## src/rtl/uart_tx_ctrl.sv

```systemverilog
// -----------------------------------------------------------------------------
// uart_tx_ctrl -- UART transmit sequencer
//
// Double-buffers one character (holding register + shift register), frames it
// as start / data (LSB first) / optional parity / stop, and times every serial
// bit with an internal divider. Owns the TXRDY and TX-overrun status flags.
//
// Optional feature: define TX_PARITY_EN to build the PARITY state and parity
// generator. Without it, parity_en and parity_odd are ignored and every frame
// is start + DATA_BITS + stop.
//
// Parameters:
//   DATA_BITS     data bits per frame (5..8)
//   CLKS_PER_BIT  clk cycles per serial bit (>= 2)
//
// Ports:
//   clk         system clock, rising edge
//   rst         synchronous active-high reset
//   tx_load     single-cycle write strobe for tx_data
//   tx_data     character to transmit
//   parity_en   1 = append parity bit (TX_PARITY_EN builds only)
//   parity_odd  1 = odd parity, 0 = even parity
//   ovr_clr     clears tx_ovr (an overrun in the same cycle wins)
//   tx          serial line, registered, idles high
//   tx_rdy      holding register empty, host may load
//   tx_busy     a frame is in progress
//   tx_done     one-cycle pulse in the last cycle of the stop bit
//   tx_ovr      sticky overrun flag (load attempted while tx_rdy = 0)
// -----------------------------------------------------------------------------
module uart_tx_ctrl #(
    parameter int DATA_BITS    = 8,
    parameter int CLKS_PER_BIT = 868
) (
    input  logic                 clk,
    input  logic                 rst,
    input  logic                 tx_load,
    input  logic [DATA_BITS-1:0] tx_data,
    input  logic                 parity_en,
    input  logic                 parity_odd,
    input  logic                 ovr_clr,
    output logic                 tx,
    output logic                 tx_rdy,
    output logic                 tx_busy,
    output logic                 tx_done,
    output logic                 tx_ovr
);

    localparam int DIV_W = $clog2(CLKS_PER_BIT);
    localparam int IDX_W = $clog2(DATA_BITS);
    localparam logic [DIV_W-1:0] DIV_LAST = DIV_W'(CLKS_PER_BIT - 1);
    localparam logic [IDX_W-1:0] BIT_LAST = IDX_W'(DATA_BITS - 1);

    typedef enum logic [2:0] {
        IDLE,
        START,
        DATA,
        PARITY,
        STOP
    } state_t;

    state_t                 state_reg, state_next;
    logic [DIV_W-1:0]       div_reg, div_next;
    logic [IDX_W-1:0]       bit_reg, bit_next;
    logic [DATA_BITS-1:0]   shift_reg, shift_next;
    logic [DATA_BITS-1:0]   hold_reg;
    logic                   tx_reg, tx_next;
    logic                   rdy_reg;
    logic                   ovr_reg;

    logic bit_end;
    logic xfer;       // holding register -> shifter this cycle
    logic load_ok;    // accepted load
    logic load_bad;   // load while holding register full -> overrun

    assign bit_end  = (div_reg == DIV_LAST);
    assign load_ok  = tx_load & rdy_reg;
    assign load_bad = tx_load & ~rdy_reg;

`ifdef TX_PARITY_EN
    // Parity settings are captured at the transfer so a mid-frame change of
    // parity_en / parity_odd cannot corrupt the frame being sent.
    logic par_en_reg;
    logic par_bit_reg;

    always_ff @(posedge clk) begin
        if (rst) begin
            par_en_reg  <= 1'b0;
            par_bit_reg <= 1'b0;
        end else if (xfer) begin
            par_en_reg  <= parity_en;
            par_bit_reg <= (^hold_reg) ^ parity_odd;
        end
    end
`else
    logic unused_par_inputs;
    assign unused_par_inputs = parity_en ^ parity_odd;
`endif

    // Next-state logic
    always_comb begin
        state_next = state_reg;
        div_next   = div_reg;
        bit_next   = bit_reg;
        shift_next = shift_reg;
        xfer       = 1'b0;

        // The divider only runs while a frame is on the line.
        if (state_reg != IDLE) begin
            div_next = bit_end ? '0 : div_reg + DIV_W'(1);
        end

        case (state_reg)
            IDLE: begin
                if (!rdy_reg) begin
                    xfer       = 1'b1;
                    state_next = START;
                end
            end
            START: begin
                if (bit_end) begin
                    state_next = DATA;
                    bit_next   = '0;
                end
            end
            DATA: begin
                if (bit_end) begin
                    shift_next = shift_reg >> 1;
                    if (bit_reg == BIT_LAST) begin
`ifdef TX_PARITY_EN
                        state_next = par_en_reg ? PARITY : STOP;
`else
                        state_next = STOP;
`endif
                    end else begin
                        bit_next = bit_reg + IDX_W'(1);
                    end
                end
            end
`ifdef TX_PARITY_EN
            PARITY: begin
                if (bit_end) begin
                    state_next = STOP;
                end
            end
`endif
            STOP: begin
                if (bit_end) begin
                    // A held character follows straight on, no idle gap.
                    if (!rdy_reg) begin
                        xfer       = 1'b1;
                        state_next = START;
                    end else begin
                        state_next = IDLE;
                    end
                end
            end
            default: begin
                state_next = IDLE;
            end
        endcase

        if (xfer) begin
            shift_next = hold_reg;
            div_next   = '0;
        end
    end

    // Line level for the current state; registered so tx is glitch-free and
    // lags the state register by one clock.
    always_comb begin
        tx_next = 1'b1;
        case (state_reg)
            START:   tx_next = 1'b0;
            DATA:    tx_next = shift_reg[0];
`ifdef TX_PARITY_EN
            PARITY:  tx_next = par_bit_reg;
`endif
            default: tx_next = 1'b1;
        endcase
    end

    always_ff @(posedge clk) begin
        if (rst) begin
            state_reg <= IDLE;
            div_reg   <= '0;
            bit_reg   <= '0;
            shift_reg <= '0;
            hold_reg  <= '0;
            tx_reg    <= 1'b1;
            rdy_reg   <= 1'b1;
            ovr_reg   <= 1'b0;
        end else begin
            state_reg <= state_next;
            div_reg   <= div_next;
            bit_reg   <= bit_next;
            shift_reg <= shift_next;
            tx_reg    <= tx_next;

            if (load_ok) begin
                hold_reg <= tx_data;
            end

            // Set-over-reset flags. Transfer and accepted load are mutually
            // exclusive, so the ordering for tx_rdy is only formal.
            if (xfer) begin
                rdy_reg <= 1'b1;
            end else if (load_ok) begin
                rdy_reg <= 1'b0;
            end

            if (load_bad) begin
                ovr_reg <= 1'b1;
            end else if (ovr_clr) begin
                ovr_reg <= 1'b0;
            end
        end
    end

    assign tx      = tx_reg;
    assign tx_rdy  = rdy_reg;
    assign tx_busy = (state_reg != IDLE);
    assign tx_done = (state_reg == STOP) && bit_end;
    assign tx_ovr  = ovr_reg;

endmodule

```

## config.mk

```make
export PLATFORM = sky130hd
export DESIGN_NAME = uart_tx_ctrl
export DESIGN_NICKNAME = d
export VERILOG_FILES = /design/src/rtl/uart_tx_ctrl.sv
export SDC_FILE = /design/constraint.sdc
export NUM_CORES = 1
export LEC_CHECK = 0
export CAP_MARGIN = 0
export CORE_MARGIN = 2
export CORE_UTILIZATION = 40
export DETAILED_ROUTE_END_ITERATION = 6
export SLEW_MARGIN = 20
export SYNTH_ARGS = -nofsm -noshare
export SYNTH_HDL_FRONTEND = slang
export SYNTH_SLANG_ARGS = --single-unit
```

## constraint.sdc

```tcl
create_clock -name clk -period 1.9 [get_ports clk]
set_clock_uncertainty 0.2 [all_clocks]
set_input_delay 0.475 -clock clk [delete_from_list [all_inputs] [get_ports clk]]
set_output_delay 0.475 -clock clk [all_outputs]
set_load 0.03 [all_outputs]
```

==> results of run 1 <==
==> repair_timing <==
action,4_1_cts,5_1_grt
cloned,0,1
setup endpoints to repair,11,26
resized for setup,11,32
pin swaps,1,17
buffers inserted,2,1
==> power breakdown <==
group          total, W  leakage, nW  internal [W]  switching (W)
sequential     0.000777        0.285      0.000760      0.0000167
clock          0.000569       0.0408      0.000262       0.000307
combinational  0.000215        0.502     0.0000970       0.000118
==> worst paths after layout <==
kind	start	endpoint	slack, ns	depth (start not counted)
min reg2reg	hold_reg[7]$_SDFFE_PP0P_	hold_reg[7]$_SDFFE_PP0P_	0.26	2
min	hold_reg[7]$_SDFFE_PP0P_	hold_reg[7]$_SDFFE_PP0P_	0.26	2
max	div_reg[1]$_SDFFE_PP0P_	tx_done	-0.28	5
max reg2reg	div_reg[1]$_SDFFE_PP0P_	shift_reg[7]$_SDFFE_PP0P_	-0.14	9
==> synthesized netlist by cell type (all sizes together) (4+ instances only) <==
library cell | instances | area, um^2
a21oi | 16 | 80.08
buf | 5 | 37.53
clkbuf | 7 | 26.28
dfxtp | 35 | 700.7
inv | 6 | 22.52
nand2 | 23 | 86.33
nand2b | 4 | 25.02
nand3 | 15 | 75.07
nand4 | 4 | 25.02
nor2 | 12 | 45.04
nor3 | 7 | 35.03
o2111ai | 5 | 43.79
o21ai | 5 | 25.02
o221ai | 5 | 50.04
xnor2 | 6 | 52.55
==> layout make-up <==
class | instances | area (um^2) | area share [%]
multi-input combinational | 136 | 1054 | 44.83
inverter | 7 | 26.28 | 1.118
clock inverter | 3 | 23.77 | 1.012
timing repair buffer | 49 | 411.6 | 17.52
clock buffer | 5 | 68.82 | 2.929
sequential | 35 | 703.2 | 29.93
tap | 50 | 62.56 | 2.662
==> logic make-up after synthesis <==
kind of cell,Yosys count
and+or+nand+nor,81
AOI/OAI and AO/OA,43
DFF,35
buffers and inverters,19
xor gates and xnor gates,9
adders and majority gates,3
==> metrics by stage <==
stage                     util, %  cell area (um^2)   TNS, ns  total power (W)
after floorplan                 -              1689   -0.1311        0.0009036
after global placement      52.08              2068  -0.07278        0.0009784
after detailed placement    52.08              2068   -0.2962        0.0009846
after CTS                   55.51              2205    -1.126         0.001553
after global routing        59.17              2350    -2.258         0.001627
final                       59.17              2350    -1.480         0.001562
==> worst max-delay path: stages, from the launching register on <==
cell and delay (ns):
dfxtp_2 0.36, ha_4 0.13, and4bb_2 0.28, nand3_4 0.10
nor4_4 0.14, buf_4 0.20
==> routing by layer <==
metal | wire length (um) | part of all wire [%] | global-route usage (%)
met2 | 2101 | 51 | 33.50
met3 | 137 | 3.3 | 5.592
met1 | 1792 | 43 | 21.57
met4 | 88 | 2.1 | 8.750
met5 | 0 | 0 | 0
==> summary.md, run 1 <==
| Metric | Value |
|---|---|
| Vias per cell | `5.379` |
| Core area | `between 3000 and 4000 um^2` |
| # IOs | `19` |
| Row count | `23` |
| Max reg flops | `10` |
| Die Ht | `slightly below 70 um` |
| Synth Area in Compound Gates | `roughly a fifth` |
| EDFF count, synth | `0` |
| RSZ-0062 raised after global routing | `yes` |
| Worst skew pair latency | `0.30 ns` |
| Drt first pass iters | `4` |
| Worst hold path type | `reg -> reg` |
| Number of hold buffers added after cts | `0` |
| Layout Nets | `roughly 250` |
| CP required | `about 1.2 ns` |
| Worst-path clk slew | `around 0.08 ns` |
| Yosys cell types | `43` |
| Final number of setup-violating endpoints | `13` |
| Deepest clock path buffer count | `2` |
| Vias in the first global route | `between 1000 and 1500` |
| Initial antenna violation count | `0` |
| Syn avg cell area | `8.666 um^2` |
| GRT Total Usage | `about a fifth` |
| Hold Fails Final Rpt | `0` |
| Seq/Total Area, Yosys | `~43%` |
| Most used DFF post-synth | `dfxtp_1` |
| Peak VDD IR | `0.4148 mV` |
| Layout area overhead | `42.70%` |
| Critical path capture point type | `primary output` |
| Async SR Flop Fraction | `0%` |
| Failing checks | `negative setup slack` |
| PD cells | `between 600 and 700 nW/um^2` |
| Simple-Gate Fraction of Synth Area | `25.46%` |
| Starting DRT DRC Count | `37` |
| CTS tree | `done` |
| Syn Inst Count | `190` |
| Fin. max-slew vios | `0` |
| Post-Place Cells | `274` |
| Max cap viols | `0` |
| Fmax achieved | `0.4580 GHz` |
| H-tree depth | `2` |
| Worst setup margin | `-0.2833 ns` |
| Commonest non-fill, non-tap cell in the layout | `dfxtp_1` |
| CTS Buf Count | `5` |
| Die area | `between 4000 and 5000 um^2` |
| Most frequent cells in the layout | `33 x dfxtp_1, 30 x buf_4, 23 x nand2_1` |
| Max_slew headroom | `~66%` |
| Mapped cell area | `1647 um^2` |
| Initial Util | `about two fifths` |
| Crit path DAT | `1.51 ns` |
| Largest net degree at the start of global routing | `20` |
| GRT overflow | `0` |
| Post-synthesis xor/xnor area fraction | `4.787%` |
| ANT nets after route | `0` |
| Root buffer cell | `clkbuf_8` |
| First-pass GRT wire length | `around 6600 um` |
| Crit share post-route | `114.9%` |
| CP Max Fanout | `2` |
| Fill cells | `~350` |
| Dpl hpwl | `2894 um` |
| Vias | `1533` |
| Ys Warns | `0` |
| Post-synthesis adder-cell area fraction | `approximately 2.3%` |
| P_leak | `about 0.83 nW` |
| Multiplexer share of the synthesized area | `0%` |
| Fin Hold WS | `~0.26 ns` |
| Die W | `68.16 um` |
| Drt total wl | `4120 um` |
| TritonCTS Sinks | `35` |
| Input/output buffers | `16` |
| Share of cells above drive strength 1 | `between 30 and 40%` |
| Antenna diodes | `0` |
| Status | `finished, violations left` |
| Post-layout min period | `about 2.2 ns` |
| DRC | `0` |
| Critical path class | `reg -> out` |
| Wire length per cell | `approximately 14 um` |
| Worst-Margin Slew | `between 0.4 and 0.5 ns` |
| Largest family of logic cells by synthesized area | `simple AND/OR/NAND/NOR gates` |
| Routability cong. | `approximately 0.83` |
| Placement Setup Slack | `-0.07374 ns` |
| Non-Filler Instances | `roughly 290` |
| Seq cells post-synth | `35` |
| Post-Syn Nets | `between 200 and 250` |
| Critical Path Start Type | `register` |
No activity file was read; power rests on OpenSTA's default activity.
==> run 2, diff against run 1 <==
CORE_ASPECT_RATIO = 0.9   (was default)
CORE_UTILIZATION = 49   (was 40)
PLACE_DENSITY = 0.74   (was default)
==> run 2 against run 1 <==
Against the previous run:
- the run still ends with negative setup slack left
- sequential power is essentially flat
- register-to-register slack lost 0.09 ns
- via count grew 2.5%
- combinational power shrank 2%
- global-route usage grew 3.8 points
- fmax shrank 0.29%
- design area shrank 1.7%
- critical endpoint unchanged
==> summary.md, run 2 (synthesized netlist as in run 1, its figures left out) <==
| Metric | Value |
|---|---|
| DRC | `0 (unchanged)` |
| Deepest clock path buffer count | `2 (unchanged)` |
| Sw frac | `27.08% (was 28.31%)` |
| Wire length per cell | `15.86 um (was 14.46 um)` |
| Clock power frac | `35.0% (was 36.5%)` |
| R2R Setup Slk | `-0.23 ns (was -0.14 ns)` |
| Initial antenna violation count | `0 (unchanged)` |
| Status | `finished, violations left (unchanged)` |
| Placement Setup Slack | `-0.09035 ns (was -0.07374 ns)` |
| Reg-to-reg endpoint | `shift_reg[6]$_SDFFE_PP0P_ (was shift_reg[7]$_SDFFE_PP0P_)` |
| Dpl cell area | `2058 um^2 (was 2068 um^2)` |
| Top cell family by delay on the critical path | `simple AND/OR/NAND/NOR gates (unchanged)` |
| Final number of setup-violating endpoints | `15 (was 13)` |
| TritonCTS Sinks | `35 (unchanged)` |
| Max_slew headroom | `64.20% (was 66.31%)` |
| First-pass GRT wire length | `6741 um (was 6589 um)` |
| Most frequent cells in the layout | `33 x dfxtp_1, 33 x buf_4, 23 x nand2_1 (was 33 x dfxtp_1, 30 x buf_4, 23 x nand2_1)` |
| Slowest CP cell | `dfxtp_2 (unchanged)` |
| Comb pwr share | `13.9% (was 13.8%)` |
| Worst-Margin Slew | `0.5286 ns (was 0.4975 ns)` |
| Worst skew pair latency | `0.29 ns (was 0.30 ns)` |
| Drt total wl | `4425 um (was 4120 um)` |
| Cell Int Power | `0.001110 W (was 0.001119 W)` |
| Core area | `3138 um^2 (was 3971 um^2)` |
| Layout Nets | `253 (was 251)` |
| CTS tree | `done (unchanged)` |
| Fmax achieved | `0.4567 GHz (was 0.4580 GHz)` |
| H-tree depth | `2 (unchanged)` |
| Crit share post-route | `115.2% (was 114.9%)` |
| CTS Buf Count | `5 (unchanged)` |
| Dpl hpwl | `3031 um (was 2894 um)` |
| Die W | `65.11 um (was 68.16 um)` |
| Drt first pass iters | `4 (unchanged)` |
| Post-layout min period | `2.190 ns (was 2.183 ns)` |
| Crit path DAT | `1.51 ns (about the same)` |
| # IOs | `19 (unchanged)` |
| Multi-input gate area | `1015 um^2 (was 1054 um^2)` |
| Vias in the first global route | `1557 (was 1465)` |
| Row count | `19 (was 23)` |
| Routability cong. | `0.8544 (was 0.8322)` |
| Root buffer cell | `clkbuf_8 (unchanged)` |
| P_sw | `0.0004121 W (was 0.0004422 W)` |
| Max cap viols | `0 (unchanged)` |
| Worst hold path type | `reg -> reg (unchanged)` |
| Peak VDD IR | `0.5745 mV (was 0.4148 mV)` |
| ANT nets after route | `0 (unchanged)` |
| CP Max Fanout | `2 (unchanged)` |
| Antenna diodes | `0 (unchanged)` |
| Worst setup margin | `-0.2896 ns (was -0.2833 ns)` |
| Crit path depth | `5 (unchanged)` |
| Failing checks | `negative setup slack (unchanged)` |
| CP endpoint | `tx_done (unchanged)` |
| P_leak | `0.8395 nW (was 0.8284 nW)` |
| PD cells | `658.6 nW/um^2 (was 664.6 nW/um^2)` |
| Critical Path Start Type | `register (unchanged)` |
| Crit-path cells | `ha_4, and4bb_2, nand3_4, nor4_4, buf_4 (unchanged)` |
| Reg-to-reg startpoint | `div_reg[0]$_SDFFE_PP0P_ (was div_reg[1]$_SDFFE_PP0P_)` |
| Critical path class | `reg -> out (unchanged)` |
| Layout area overhead | `40.35% (was 42.70%)` |
| Critical path capture point type | `primary output (unchanged)` |
| Fin. max-slew vios | `0 (unchanged)` |
| Reg area | `703.2 um^2 (unchanged)` |
| Die area | `3841 um^2 (was 4646 um^2)` |
| Largest net degree at the start of global routing | `20 (unchanged)` |
| FF-to-FF path depth | `9 (unchanged)` |
| Hold Fails Final Rpt | `0 (unchanged)` |
| Starting DRT DRC Count | `137 (was 37)` |
| Flop pwr share | `51.1% (was 49.8%)` |
| Share of cells above drive strength 1 | `31.22% (was 33.62%)` |
| RSZ-0062 raised after global routing | `yes (unchanged)` |
| Number of hold buffers added after cts | `0 (unchanged)` |
| Vias per cell | `5.634 (was 5.379)` |
| GRT overflow | `0 (unchanged)` |
| CP Buf/Inv Count | `1 (unchanged)` |
| Crit path launch | `div_reg[0]$_SDFFE_PP0P_ (was div_reg[1]$_SDFFE_PP0P_)` |
| Die Ht | `59.00 um (was 68.16 um)` |
| CP peak stage delay | `0.36 ns (about the same)` |
| Max reg flops | `10 (unchanged)` |
| CP required | `1.22 ns (about the same)` |
| Post-layout instance area | `2311 um^2 (was 2350 um^2)` |
| GRT Total Usage | `23.00% (was 19.25%)` |
| Worst-path clk slew | `0.07 ns (was 0.08 ns)` |
| Vias | `1572 (was 1533)` |
| Input/output buffers | `16 (unchanged)` |
| Initial Util | `52.47% (was 41.46%)` |
| Fill cells | `243 (was 349)` |
-- run 2: worst min-delay path by stage --
stage | from | to | slack [ns] | cells after the start
after CTS | hold_reg[5]$_SDFFE_PP0P_ | hold_reg[5]$_SDFFE_PP0P_ | 0.27 | 2
after global placement | hold_reg[7]$_SDFFE_PP0P_ | hold_reg[7]$_SDFFE_PP0P_ | 0.25 | 2
after floorplan | hold_reg[7]$_SDFFE_PP0P_ | hold_reg[7]$_SDFFE_PP0P_ | 0.23 | 2
after global routing | hold_reg[1]$_SDFFE_PP0P_ | hold_reg[1]$_SDFFE_PP0P_ | 0.29 | 2
after detailed placement | hold_reg[5]$_SDFFE_PP0P_ | hold_reg[5]$_SDFFE_PP0P_ | 0.26 | 2
final | hold_reg[5]$_SDFFE_PP0P_ | hold_reg[5]$_SDFFE_PP0P_ | 0.27 | 2
-- run 2: per-layer routing --
metal	up-vias	global-route usage, %	part of all wire, %
li1	776	-	-
met5	-	0	0
met1	747	27.23	43
met2	40	40.35	51
met3	9	4.563	3.9
met4	0	11.31	1.8
-- run 2: cell type report --
cell class	count	area share, %
flip-flops and latches	35	30.43
repair buffers	51	18.57
multi-input cells	136	43.91
clock buffers	6	3.140
clock inverters	2	0.5414
well taps	42	2.274
inverters	7	1.137
-- run 2: tightest hold or removal path, stage by stage (launching register included) --
cell and delay (ns):
dfxtp_1 0.32, nand2_1 0.05, a21oi_1 0.05
-- run 2: through the flow --
stage	instances	hold WS [ns]	util (%)	total power, W	TNS (ns)
6_report	279	0.2661	73.64	0.001522	-2.692
5_1_grt	279	0.2912	73.64	0.001572	-3.652
4_1_cts	275	0.2667	68.94	0.001511	-1.659
3_5_place_dp	266	0.2568	65.59	0.0009828	-0.7406
3_3_place_gp	266	0.2468	65.59	0.0009748	-0.3220
2_1_floorplan	190	0.2310	-	0.0009036	-0.1311
-- run 2: repair_timing --
action / 4_1_cts / 5_1_grt
setup buffers: 1 / 4
endpoints found under the hold margin: 0 / 0
pin swaps: 2 / 12
resized for setup: 8 / 23
endpoints found under the setup margin: 12 / 16
cloned: 0 / 0
-- run 2: power groups by stage --
stage	registers, W	logic, W	clock network, W
6_report	0.000778	0.000211	0.000533
5_1_grt	0.000780	0.000229	0.000562
4_1_cts	0.000776	0.000192	0.000543
3_5_place_dp	0.000792	0.000191	0
3_3_place_gp	0.000791	0.000184	0
2_1_floorplan	0.000799	0.000105	0
==> run 3, diff against run 2 <==
CORE_ASPECT_RATIO = default   (was 0.9)
==> run 3 against run 2 <==
Against the previous run:
- the run still ends with negative setup slack left
- cell count is 0.36% lower
- worst setup slack got worse by 0.047 ns
- clock-buffer cell count fell by 1
- design area fell by 7.3%
- clock power fell by 19%
- wire length is 14% lower
- core utilization fell by 8.4 points
- sequential power about the same
==> summary.md, run 3 (synthesized netlist as in run 1, its figures left out) <==
| Metric | Value |
|---|---|
| Status | `finished, violations left (unchanged)` |
| Failing checks | `negative setup slack (unchanged)` |
| Critical path capture point type | `primary output (unchanged)` |
| Post-layout instance area | `2143 um^2 (was 2311 um^2)` |
| Cell Int Power | `0.0009950 W (was 0.001110 W)` |
| CP Max Fanout | `2 (unchanged)` |
| Largest net degree at the start of global routing | `20 (unchanged)` |
| Comb pwr share | `13.7% (was 13.9%)` |
| Worst skew pair latency | `0.35 ns (was 0.29 ns)` |
| Hold Fails Final Rpt | `0 (unchanged)` |
| Die area | `3840 um^2 (was 3841 um^2)` |
| Starting DRT DRC Count | `55 (was 137)` |
| Initial antenna violation count | `0 (unchanged)` |
| Number of hold buffers added after cts | `0 (unchanged)` |
| Critical path class | `reg -> out (unchanged)` |
| Wire length per cell | `13.68 um (was 15.86 um)` |
| Input/output buffers | `16 (unchanged)` |
| Deepest clock path buffer count | `2 (unchanged)` |
| Routability cong. | `0.8013 (was 0.8544)` |
| Commonest non-fill, non-tap cell in the layout | `dfxtp_1` |
| P_leak | `0.7839 nW (was 0.8395 nW)` |
| CP required | `1.22 ns (about the same)` |
| Initial Util | `50.13% (was 52.47%)` |
| PD cells | `652.3 nW/um^2 (was 658.6 nW/um^2)` |
| GRT Total Usage | `22.29% (was 23.00%)` |
| Crit share post-route | `117.7% (was 115.2%)` |
| # IOs | `19 (unchanged)` |
| Post-layout min period | `2.237 ns (was 2.190 ns)` |
| Fmax achieved | `0.4470 GHz (was 0.4567 GHz)` |
| Core area | `3284 um^2 (was 3138 um^2)` |
| Vias | `1539 (was 1572)` |
| Layout Nets | `248 (was 253)` |
| ANT nets after route | `0 (unchanged)` |
| CTS tree | `done (unchanged)` |
| Dpl hpwl | `2768 um (was 3031 um)` |
| Dpl cell area | `2041 um^2 (was 2058 um^2)` |
| Crit path DAT | `1.56 ns (was 1.51 ns)` |
| Drt first pass iters | `4 (unchanged)` |
| Die Ht | `61.97 um (was 59.00 um)` |
| Fin. max-slew vios | `0 (unchanged)` |
| Util after Layout | `65.26% (was 73.64%)` |
| RSZ-0062 raised after global routing | `yes (unchanged)` |
| P_sw | `0.0004031 W (was 0.0004121 W)` |
| Most frequent cells in the layout | `33 x dfxtp_1, 31 x buf_4, 23 x nand2_1 (was 33 x dfxtp_1, 33 x buf_4, 23 x nand2_1)` |
| Row count | `21 (was 19)` |
| CTS Buf Count | `5 (unchanged)` |
| Clock power frac | `30.8% (was 35.0%)` |
| Worst-path clk slew | `0.12 ns (was 0.07 ns)` |
| Max reg flops | `10 (unchanged)` |
| Drt total wl | `3803 um (was 4425 um)` |
| DRC | `0 (unchanged)` |
| H-tree depth | `2 (unchanged)` |
| Critical Path Start Type | `register (unchanged)` |
| Antenna diodes | `0 (unchanged)` |
| Hold path cells | `2 (unchanged)` |
| Worst setup margin | `-0.3370 ns (was -0.2896 ns)` |
| Vias in the first global route | `1478 (was 1557)` |
| Peak VDD IR | `0.4128 mV (was 0.5745 mV)` |
| First-pass GRT wire length | `6203 um (was 6741 um)` |
| Worst-Margin Slew | `0.5404 ns (was 0.5286 ns)` |
| TritonCTS Sinks | `35 (unchanged)` |
| Final number of setup-violating endpoints | `14 (was 15)` |
| Sw frac | `28.83% (was 27.08%)` |
| Max_slew headroom | `63.66% (was 64.20%)` |
| Die W | `61.97 um (was 65.11 um)` |
| Root buffer cell | `clkbuf_4 (was clkbuf_8)` |
| Max cap viols | `0 (unchanged)` |
| GRT overflow | `0 (unchanged)` |
| Vias per cell | `5.536 (was 5.634)` |
| Flop pwr share | `55.5% (was 51.1%)` |
| Share of cells above drive strength 1 | `25.86% (was 31.22%)` |
| Worst hold path type | `reg -> reg (unchanged)` |
| FF-to-FF path depth | `8 (was 9)` |
| Layout area overhead | `30.17% (was 40.35%)` |
[run 3: changes by cell type in the layout (fill, tap and decap cells not counted), sizes merged]
cell and delta:
clkinv -1, inv +1, clkbuf -1, clkinvlp +1
buf -5
[run 3: final cells by class]
type                    instances  area [um^2]
clock buffers                   5        37.54
fillers                       263         1141
repair buffers                 46        376.6
flip-flops and latches         35        703.2
inverters                       7        26.28
multi-input cells             136        918.4
clock inverters                 3        23.77
well taps                      46        57.56
[run 3: stage by stage]
stage	total power, W	hold WS, ns	instances	TNS, ns	setup slack, ns
3_3_place_gp	0.0009733	0.2443	267	-0.02435	-0.02428
2_1_floorplan	0.0009036	0.2310	190	-0.1311	-0.1311
3_5_place_dp	0.0009829	0.2450	267	-0.05978	-0.03936
6_report	0.001398	0.2578	278	-1.806	-0.3370
4_1_cts	0.001408	0.2611	277	-0.5494	-0.3326
5_1_grt	0.001458	0.2971	278	-2.676	-0.3735
[run 3: worst max-delay path, cell delays in order (launching register included)]
cell and delay (ns):
dfxtp_2 0.37, ha_4 0.13, and4bb_2 0.28, nand3_4 0.09
nor4_4 0.13, buf_4 0.19
[run 3: final timing paths]
kind | to | slack (ns) | from
worst max-delay path | tx_done | -0.34 | div_reg[0]$_SDFFE_PP0P_
worst min-delay path | hold_reg[7]$_SDFFE_PP0P_ | 0.26 | hold_reg[7]$_SDFFE_PP0P_
worst max register to register | shift_reg[0]$_SDFFE_PP0P_ | -0.19 | div_reg[0]$_SDFFE_PP0P_
worst min register to register | hold_reg[7]$_SDFFE_PP0P_ | 0.26 | hold_reg[7]$_SDFFE_PP0P_
[run 3: layer usage]
layer	GRT usage [%]	vias up	wire length, um
met5	0	-	0
met4	10.94	0	60
met3	7.453	8	162
met2	38.99	38	1993
met1	23.86	723	1586
li1	-	770	-
[run 3: timing repair]
action                                  CTS  global route
buffers inserted                          2             1
pin swaps                                 4             6
hold endpoints to repair                  0             0
gates resized for setup                  10             5
endpoints found under the setup margin    4            13
[run 3: power by group through the flow]
stage          clock network (W)  logic [W]  registers (W)
6_report                0.000430   0.000191       0.000776
5_1_grt                 0.000469   0.000209       0.000779
4_1_cts                 0.000442   0.000190       0.000776
3_5_place_dp                   0   0.000191       0.000792
3_3_place_gp                   0   0.000183       0.000791
2_1_floorplan                  0   0.000105       0.000799
